[src/rtl/inst_mem_port_arbiter.sv]
// inst_mem_port_arbiter
// Shares the single-port instruction SRAM between the core fetch port (C)
// and the AXI bridge port (B). Decodes the instruction-memory window and
// answers out-of-window accesses with an error response one cycle later.
// Optional feature macro: INST_ARB_FAIRNESS_EN. When it is defined, a
// starvation counter lets port B win after STARVE_LIMIT lost conflicts.
// When it is undefined, the core always has priority.

module inst_mem_port_arbiter #(
   parameter int          INST_MEM_SIZE_IN_KB = 8,
   parameter logic [31:0] MEM_BASE_ADDR       = 32'h2000_0000,
   parameter int          STARVE_LIMIT        = 4,
   localparam int         MEM_AW              = $clog2(INST_MEM_SIZE_IN_KB * 256)
) (
   input  logic              clk_i,
   input  logic              reset_ni,
   input  logic              core_req_i,
   input  logic [31:0]       core_addr_i,
   output logic              core_gnt_o,
   output logic              core_rvalid_o,
   output logic [31:0]       core_rdata_o,
   output logic              core_err_o,
   input  logic              bus_req_i,
   input  logic              bus_we_i,
   input  logic [31:0]       bus_addr_i,
   input  logic [31:0]       bus_wdata_i,
   input  logic [3:0]        bus_be_i,
   output logic              bus_gnt_o,
   output logic              bus_rvalid_o,
   output logic [31:0]       bus_rdata_o,
   output logic              bus_err_o,
   output logic              mem_req_o,
   output logic              mem_we_o,
   output logic [MEM_AW-1:0] mem_addr_o,
   output logic [31:0]       mem_wdata_o,
   output logic [3:0]        mem_be_o,
   input  logic [31:0]       mem_rdata_i
);

   localparam logic [31:0] WIN_SIZE = 32'(INST_MEM_SIZE_IN_KB * 1024);
   localparam logic [31:0] WIN_MASK = ~(WIN_SIZE - 32'd1);

   typedef enum logic {
      OWNER_CORE = 1'b0,
      OWNER_BUS  = 1'b1
   } owner_e;

   logic   coreHit, busHit;
   logic   coreGnt, busGnt;
   logic   forceBus;

   logic   rspValid_q, rspValid_d;
   owner_e rspOwner_q, rspOwner_d;
   logic   rspMiss_q, rspMiss_d;
   logic   rspWrite_q, rspWrite_d;

   logic   coreRsp, busRsp;

`ifdef INST_ARB_FAIRNESS_EN
   logic [2:0] starveCnt_q, starveCnt_d;

   // Port B is forced through once it has lost STARVE_LIMIT conflicts in a row
   assign forceBus = (starveCnt_q == 3'(STARVE_LIMIT));

   // Count lost conflicts; any bus grant or a dropped bus request restarts the count
   always_comb begin
      starveCnt_d = starveCnt_q;
      if (!bus_req_i || busGnt) begin
         starveCnt_d = 3'd0;
      end else if (core_req_i && starveCnt_q != 3'd7) begin
         starveCnt_d = starveCnt_q + 3'd1;
      end
   end

   // Starvation counter register
   always_ff @(posedge clk_i) begin
      if (!reset_ni) begin
         starveCnt_q <= 3'd0;
      end else begin
         starveCnt_q <= starveCnt_d;
      end
   end
`else
   assign forceBus = 1'b0;
`endif

   // Window decode and same-cycle grant; the core wins unless port B is forced
   always_comb begin
      coreHit = ((core_addr_i & WIN_MASK) == MEM_BASE_ADDR);
      busHit  = ((bus_addr_i & WIN_MASK) == MEM_BASE_ADDR);
      coreGnt = core_req_i && !(bus_req_i && forceBus);
      busGnt  = bus_req_i && (!core_req_i || forceBus);
   end

   assign core_gnt_o = coreGnt;
   assign bus_gnt_o  = busGnt;

   // Drive the SRAM from the granted port; a miss is granted but never touches memory
   always_comb begin
      mem_req_o   = (coreGnt && coreHit) || (busGnt && busHit);
      mem_we_o    = busGnt && busHit && bus_we_i;
      mem_addr_o  = busGnt ? bus_addr_i[MEM_AW+1:2] : core_addr_i[MEM_AW+1:2];
      mem_wdata_o = bus_wdata_i;
      mem_be_o    = busGnt ? bus_be_i : 4'hF;
   end

   // Remember who was granted this cycle so the response goes to them next cycle
   always_comb begin
      rspValid_d = coreGnt || busGnt;
      rspOwner_d = busGnt ? OWNER_BUS : OWNER_CORE;
      rspMiss_d  = busGnt ? !busHit : !coreHit;
      rspWrite_d = busGnt && bus_we_i;
   end

   // Response tracking registers; reset drops any pending response
   always_ff @(posedge clk_i) begin
      if (!reset_ni) begin
         rspValid_q <= 1'b0;
         rspOwner_q <= OWNER_CORE;
         rspMiss_q  <= 1'b0;
         rspWrite_q <= 1'b0;
      end else begin
         rspValid_q <= rspValid_d;
         rspOwner_q <= rspOwner_d;
         rspMiss_q  <= rspMiss_d;
         rspWrite_q <= rspWrite_d;
      end
   end

   // Route the response; read data only passes through for hit reads
   always_comb begin
      coreRsp       = rspValid_q && (rspOwner_q == OWNER_CORE);
      busRsp        = rspValid_q && (rspOwner_q == OWNER_BUS);
      core_rvalid_o = coreRsp;
      core_err_o    = coreRsp && rspMiss_q;
      core_rdata_o  = (coreRsp && !rspMiss_q) ? mem_rdata_i : 32'd0;
      bus_rvalid_o  = busRsp;
      bus_err_o     = busRsp && rspMiss_q;
      bus_rdata_o   = (busRsp && !rspMiss_q && !rspWrite_q) ? mem_rdata_i : 32'd0;
   end

endmodule

[config.mk]
export PLATFORM = sky130hd
export DESIGN_NAME = inst_mem_port_arbiter
export DESIGN_NICKNAME = d
export VERILOG_FILES = /design/src/rtl/inst_mem_port_arbiter.sv
export SDC_FILE = /design/constraint.sdc
export NUM_CORES = 1
export LEC_CHECK = 0
export ABC_AREA = 0
export CORE_MARGIN = 10
export CORE_UTILIZATION = 16
export CTS_CLUSTER_DIAMETER = 80
export DETAILED_ROUTE_END_ITERATION = 7
export GPL_ROUTABILITY_DRIVEN = 0
export PLACE_DENSITY = 0.86
export SYNTH_ARGS = -nofsm -noshare
export SYNTH_HDL_FRONTEND = slang
export SYNTH_SLANG_ARGS = --single-unit
[constraint.sdc]
create_clock -name clk_i -period 1 [get_ports clk_i]
set_input_delay 0.1 -clock clk_i [delete_from_list [all_inputs] [get_ports clk_i]]
set_output_delay 0.1 -clock clk_i [all_outputs]
set_load 0.01 [all_outputs]
==> results of run 1 <==
-- cells in the final DEF (no fill, tap or decap), drive strengths merged, types with 2 or more instances in the layout --
| cell type | Yosys | final |
|---|---|---|
| dfxtp | 4 | 4 |
| inv | 2 | 2 |
| clkdlybuf4s50 | 0 | 63 |
| buf | 37 | 131 |
| clkbuf | 4 | 11 |
| nor4 | 7 | 7 |
| and2 | 67 | 67 |
| dlygate4sd2 | 0 | 2 |
| nand2 | 33 | 33 |
| nand4 | 2 | 2 |
| nand2b | 5 | 5 |
| clkdlybuf4s15 | 0 | 10 |
| nor3b | 2 | 2 |
| and3 | 2 | 2 |
| nor2 | 3 | 3 |
-- Yosys cell counts --
library cell  instances  area [µm²]
and2_1               67       419.2
buf_4                33       247.7
nand2_1              33       123.9
nor4_1                6       37.54
nand2b_1              5       31.28
buf_2                 4       20.02
clkbuf_1              4       15.01
dfxtp_1               4       80.08
nor2_1                3       11.26
and3_1                2       12.51
inv_1                 2       7.510
nand4_1               2       12.51
a211oi_1              1       7.510
a21o_1                1       7.510
and2b_1               1       7.510
nor2b_1               1       6.260
nor3_2                1       10.01
nor3b_1               1       7.510
nor3b_2               1       12.51
nor4_2                1       12.51
nor4b_2               1       15.01
or4_4                 1       11.26
-- layout make-up --
type	count	area [µm²]
Inverter	2	12.51
Clock buffer	3	41.29
Timing Repair Buffer	214	2158
Multi-Input combinational cell	128	1031
Tap cell	96	120.1
Fill cell	614	3347
Sequential cell	4	83.83
-- per-stage QoR --
step	setup TNS (ns)	hold WS (ns)	util	cells
6_report	-30.84	0.1526	0.5074	447
5_1_grt	-35.59	0.2001	0.5074	447
2_1_floorplan	-8.372	0.2158	-	175
4_1_cts	-33.19	0.1456	0.4610	450
3_5_place_dp	-58.10	0.2001	0.4343	426
3_3_place_gp	-57.08	0.2001	0.4343	426
-- state kept, by name, indices dropped and copies added, names as in the netlist --
name        cells
rspValid_q      1
rspOwner_q      1
rspWrite_q      1
rspMiss_q       1
-- power by group --
part | total [mW] | leakage (nW) | internal (mW) | switching, mW
logic | 1.03 | 1.60 | 0.672 | 0.360
clock network | 0.337 | 0.0216 | 0.256 | 0.0808
registers | 0.177 | 0.0337 | 0.170 | 0.00724
-- repair_timing --
action / 4_1_cts / 5_1_grt
cloned: 6 / 2
endpoints found under the setup margin: 89 / 83
buffers inserted: 22 / 3
endpoints found under the hold margin: 0 / 0
pin swaps: 38 / 49
resized for setup: 525 / 129
-- logic make-up (layout without fill, tap and decap cells) --
kind of cell           after synthesis  after routing  synth area share
AOI/OAI and AO/OA                    2              2           0.01346
DFF                                  4              4           0.07175
buffers and inverters               43            219            0.2601
and+or+nand+nor                    126            126            0.6547
-- critical path: stages, from the launching register on --
cell and delay, ns:
dfxtp_2 0.34, and2_4 0.14, nor3b_4 0.17, buf_6 0.16, buf_8 0.14, and2_4 0.15
buf_6 0.10
-- path summary, 6_finish.rpt --
check	startpoint	end	slack, ns	cells past startpoint
worst min-delay path	bus_req_i	rspValid_q$_SDFF_PN0_	0.15	3
worst max-delay path	rspOwner_q$_SDFF_PN0_	bus_rdata_o[24]	-0.52	6
-- routing by layer --
layer | global-route usage | share of wire | vias to the layer above
met5 | 0 | 0 | -
met1 | 0.1364 | 0.38 | 824
li1 | - | - | 874
met3 | 0.07373 | 0.10 | 4
met4 | 0.02319 | 0.0051 | 0
met2 | 0.2477 | 0.51 | 147
==> flow_summary_export.csv, run 1 <==
group,metric,value,unit
setup_path,cp.arrival,1.42,ns
global_routing,grt_max_degree,17,
clock_tree,root_buffer,"clkbuf_8",
setup_path,crit_path_start_kind,"register",
logic_synthesis,yosysUniqueCellTypes,22,
cells_and_area,final_area,3447,µm²
flow_run,max-cap-violations,0,
drt,avgViaCountPerCell,4.136,
floorplanning,die_h,103.5,µm
pwr,power_leakage,1.653,nW
global_routing,grt_pass1_vias,2069,
timing,fmax,0.6581,GHz
timing,rsz0062_at_grt,"true",
floorplanning,die_x,103.5,µm
placement,io_buffers,187,
timing,finalCriticalPeriod,1.519,ns
logic_synthesis,synthCells,175,
floorplanning,rows,30,
cells_and_area,areaGrowthSynthToFinish,208.9,%
pwr,vdd_drop_max,0.3810,mV
timing,period_share,1.519,
drt,vias,1849,
pwr,total_power,1.546,mW
clock_tree,cts_sinks,4,
setup_path,critical_path_class,"register to primary output",
timing,tightest_slew,0.2232,ns
floorplanning,initial_core_util,0.1643,
clock_tree,cts_hold_buf,0,
global_routing,grt_usage,0.1370,
drt,final_antenna_net_count,0,
logic_synthesis,ys.warnings.count,0,
logic_synthesis,ys_seq_elements,4,
timing,setup_viol,71,
clock_tree,cts-buffers-inserted,3,
floorplanning,die_area,10720,µm²
cells_and_area,nets,490,
floorplanning,io_pins,256,
setup_path,worstPathRequired,0.90,ns
outcome,violations,"setup timing",
drt,remaining_drc_errors,0,
drt,wl_per_cell,18.37,µm
global_routing,antenna_found_initial,0,
timing,final_max_slew_viol_count,0,
placement,pre_cts_slack,-1.094,ns
placement,dp_hpwl,6.266,mm
logic_synthesis,seq_area_frac_synth,0.07175,
global_routing,grt_overflow,0,
timing,timing.slew.headroom,0.8506,
clock_tree,clock_path_buffers,2,
clock_tree,clk_pin_slew,0.03,ns
logic_synthesis,synth_area,1116,µm²
cells_and_area,diodes,0,
hold_path,min_path_type,"primary input to register",
clock_tree,htreeDepth,1,
pwr,cellPowerDensity,448.5,nW/µm²
outcome,status,"complete, but fails checks",
logic_synthesis,syn_area_per_cell,6.378,µm²
logic_synthesis,synth_nets,312,
timing,finalHoldViolCount,0,
setup_path,end_kind,"primary output",
drt,dr.pass1.iters,4,
placement,place_area,2950,µm²
cells_and_area,drive_gt1_frac,0.6581,
clock_tree,cts_tree,"yes",
timing,setup_ws,-0.5194,ns
global_routing,grt_pass1_wl,11.90,mm
drt,finalWirelength,8.212,mm
floorplanning,coreArea,6794,µm²
drt,first_iter_violations,37,
setup_path,crit_path_max_fanout,8,
Power figures use the tool's default switching activity.
==> run 2: changes to the inputs <==
--- a/config.mk
+++ b/config.mk
@@ -11,7 +11,8 @@
 export CTS_CLUSTER_DIAMETER = 80
 export DETAILED_ROUTE_END_ITERATION = 7
 export GPL_ROUTABILITY_DRIVEN = 0
-export PLACE_DENSITY = 0.86
+export PLACE_DENSITY = 0.82
+export REMOVE_ABC_BUFFERS = 1
 export SYNTH_ARGS = -nofsm -noshare
 export SYNTH_HDL_FRONTEND = slang
 export SYNTH_SLANG_ARGS = --single-unit
==> run 2 against run 1 <==
Effect of this change: the run still ends with setup timing left; flip-flop and latch count did not move; critical endpoint is now core_rdata_o[26]; worst setup slack better by 0.013 ns; largest power group unchanged; fmax increased by 0.87%; sequential share of layout area increased by 0.26 points; first-iteration DRC count fell by 19%; critical path depth did not move.
==> flow_summary_export.csv, run 2 (same netlist as run 1, synthesis figures left out) <==
group,metric,value,unit
clock_tree,htreeDepth,1,
drt,finalWirelength,9.262,mm
setup_path,crit_slowest_cell,"dfxtp_2",
floorplanning,io_pins,256,
timing,tightest_slew,0.2328,ns
clock_tree,root_buffer,"clkbuf_8",
hold_path,min_path_type,"primary input to register",
timing,setup_ws,-0.5063,ns
timing,setup_viol,70,
pwr,pwr-share-clk,0.224,
timing,period_share,1.506,
drt,wl_per_cell,20.77,µm
timing,final_max_slew_viol_count,0,
floorplanning,coreArea,6794,µm²
setup_path,crit_path_start_kind,"register",
setup_path,worstPathRequired,0.90,ns
setup_path,crit_path_max_fanout,6,
drt,final_antenna_net_count,0,
clock_tree,clock_path_buffers,2,
floorplanning,die_h,103.5,µm
setup_path,path_cells,"nor2b_4 -> and2b_4 -> buf_16 -> buf_12 -> and2_4 -> buf_6",
drt,avgViaCountPerCell,4.119,
pwr,power_leakage,1.590,nW
pwr,switchingPower,0.4325,mW
timing,finalCriticalPeriod,1.506,ns
flow_run,max-cap-violations,0,
setup_path,worst-path-buf-inv,3,
timing,finalHoldViolCount,0,
global_routing,grt_pass1_vias,2120,
hold_path,hold_path_depth,3,
clock_tree,cts-buffers-inserted,3,
setup_path,critPathTopFamily,"simple AND/OR/NAND/NOR gates",
setup_path,critical_path_class,"register to primary output",
drt,remaining_drc_errors,0,
clock_tree,cts_sinks,4,
clock_tree,cts_hold_buf,0,
cells_and_area,nets,489,
timing,rsz0062_at_grt,"true",
placement,dp_hpwl,7.489,mm
pwr,combPwrFrac,0.659,
clock_tree,cts_tree,"yes",
pwr,total_power,1.502,mW
drt,first_iter_violations,30,
timing,timing.slew.headroom,0.8442,
floorplanning,die_area,10720,µm²
pwr,p_sw_frac,0.2879,
cells_and_area,final_area,3202,µm²
pwr,cellPowerDensity,469.2,nW/µm²
floorplanning,rows,30,
floorplanning,die_x,103.5,µm
timing,tns,-30.54,ns
outcome,violations,"setup timing",
placement,place_area,2960,µm²
outcome,status,"complete, but fails checks",
timing,fmax,0.6639,GHz
global_routing,grt_overflow,0,
pwr,sequentialPowerShare,0.117,
pwr,vdd_drop_max,0.2047,mV
cells_and_area,final_common_cell,"buf_6",
hold_path,min_from,"bus_req_i",
drt,dr.pass1.iters,4,
global_routing,grt_usage,0.1608,
setup_path,cp.arrival,1.41,ns
setup_path,end_kind,"primary output",
setup_path,slowest_delay,0.33,ns
placement,io_buffers,187,
global_routing,antenna_found_initial,0,
hold_path,min_to,"rspValid_q$_SDFF_PN0_",
drt,vias,1837,
cells_and_area,drive_gt1_frac,0.5857,
cells_and_area,layout_common_cells,"buf_6 (65), clkdlybuf4s50_1 (64), buf_2 (48)",
floorplanning,initial_core_util,0.1643,
global_routing,grt_pass1_wl,13.48,mm
global_routing,grt_max_degree,17,
pwr,p_int,1.070,mW
clock_tree,clk_pin_slew,0.03,ns
cells_and_area,areaGrowthSynthToFinish,186.9,%
cells_and_area,diodes,0,
-- run 2: cell types whose count changed in the layout (fill, tap and decap cells not counted), moves of 2 or more --
cell / change
buf_12: -2
clkdlybuf4s15_1: -2
and2_4: -24
and2_1: +24
buf_2: +20
nand2_1: +2
nand2_2: -2
buf_8: -2
buf_6: -16
-- run 2: timing repair --
item,CTS,global route
setup buffers,17,2
pin swaps,37,20
resized for setup,528,80
hold endpoints to repair,0,0
cloned,5,0
setup endpoints to repair,89,78
-- run 2: power by group through the flow --
stage | Sequential (mW) | Combinational (mW) | Clock [mW]
floorplan | 0.174 | 0.185 | 0
global placement | 0.175 | 0.879 | 0
global route | 0.177 | 1.06 | 0.353
finish | 0.176 | 0.991 | 0.336
CTS | 0.177 | 0.949 | 0.346
detailed placement | 0.175 | 0.891 | 0
-- run 2: tightest hold or removal path, delay by kind of cell --
kind | cells | cell delay, ns
buffers and inverters | 1 | 0.11
AND/OR/NAND/NOR | 2 | 0.14
-- run 2: layer usage --
layer	up-vias	global-route usage	wire length, µm
met5	-	0.05714	57
met4	2	0.02823	45
met3	6	0.1152	1419
met2	176	0.2572	4177
met1	788	0.1652	3561
li1	865	-	-
-- run 2: area by class of cell --
cell class | count | area, µm²
Tap cell | 96 | 120.1
Timing Repair Buffer | 213 | 1977
Inverter | 2 | 12.51
Sequential cell | 4 | 86.33
Clock buffer | 3 | 41.29
Multi-Input combinational cell | 128 | 964.7
Fill cell | 642 | 3592
-- run 2: how the worst max path moves through the flow --
| stage | end | from | cells past startpoint |
|---|---|---|---|
| floorplan | bus_rdata_o[0] | rspOwner_q$_SDFF_PN0_ | 3 |
| detailed placement | mem_we_o | bus_addr_i[14] | 6 |
| global route | bus_rdata_o[12] | rspOwner_q$_SDFF_PN0_ | 5 |
| CTS | bus_rdata_o[0] | rspOwner_q$_SDFF_PN0_ | 6 |
| global placement | mem_req_o | core_addr_i[23] | 6 |
| finish | core_rdata_o[26] | rspValid_q$_SDFF_PN0_ | 6 |
-- run 2: through the flow --
| step | worst slack, ns | util | cells | hold WS, ns |
|---|---|---|---|---|
| 5_1_grt | -0.5851 | 0.4713 | 446 | 0.1983 |
| 3_3_place_gp | -1.056 | 0.4357 | 430 | 0.2001 |
| 4_1_cts | -0.5421 | 0.4552 | 450 | 0.1564 |
| 6_report | -0.5063 | 0.4713 | 446 | 0.1742 |
| 3_5_place_dp | -1.081 | 0.4357 | 430 | 0.2001 |
| 2_1_floorplan | -0.5494 | - | 134 | 0.2000 |
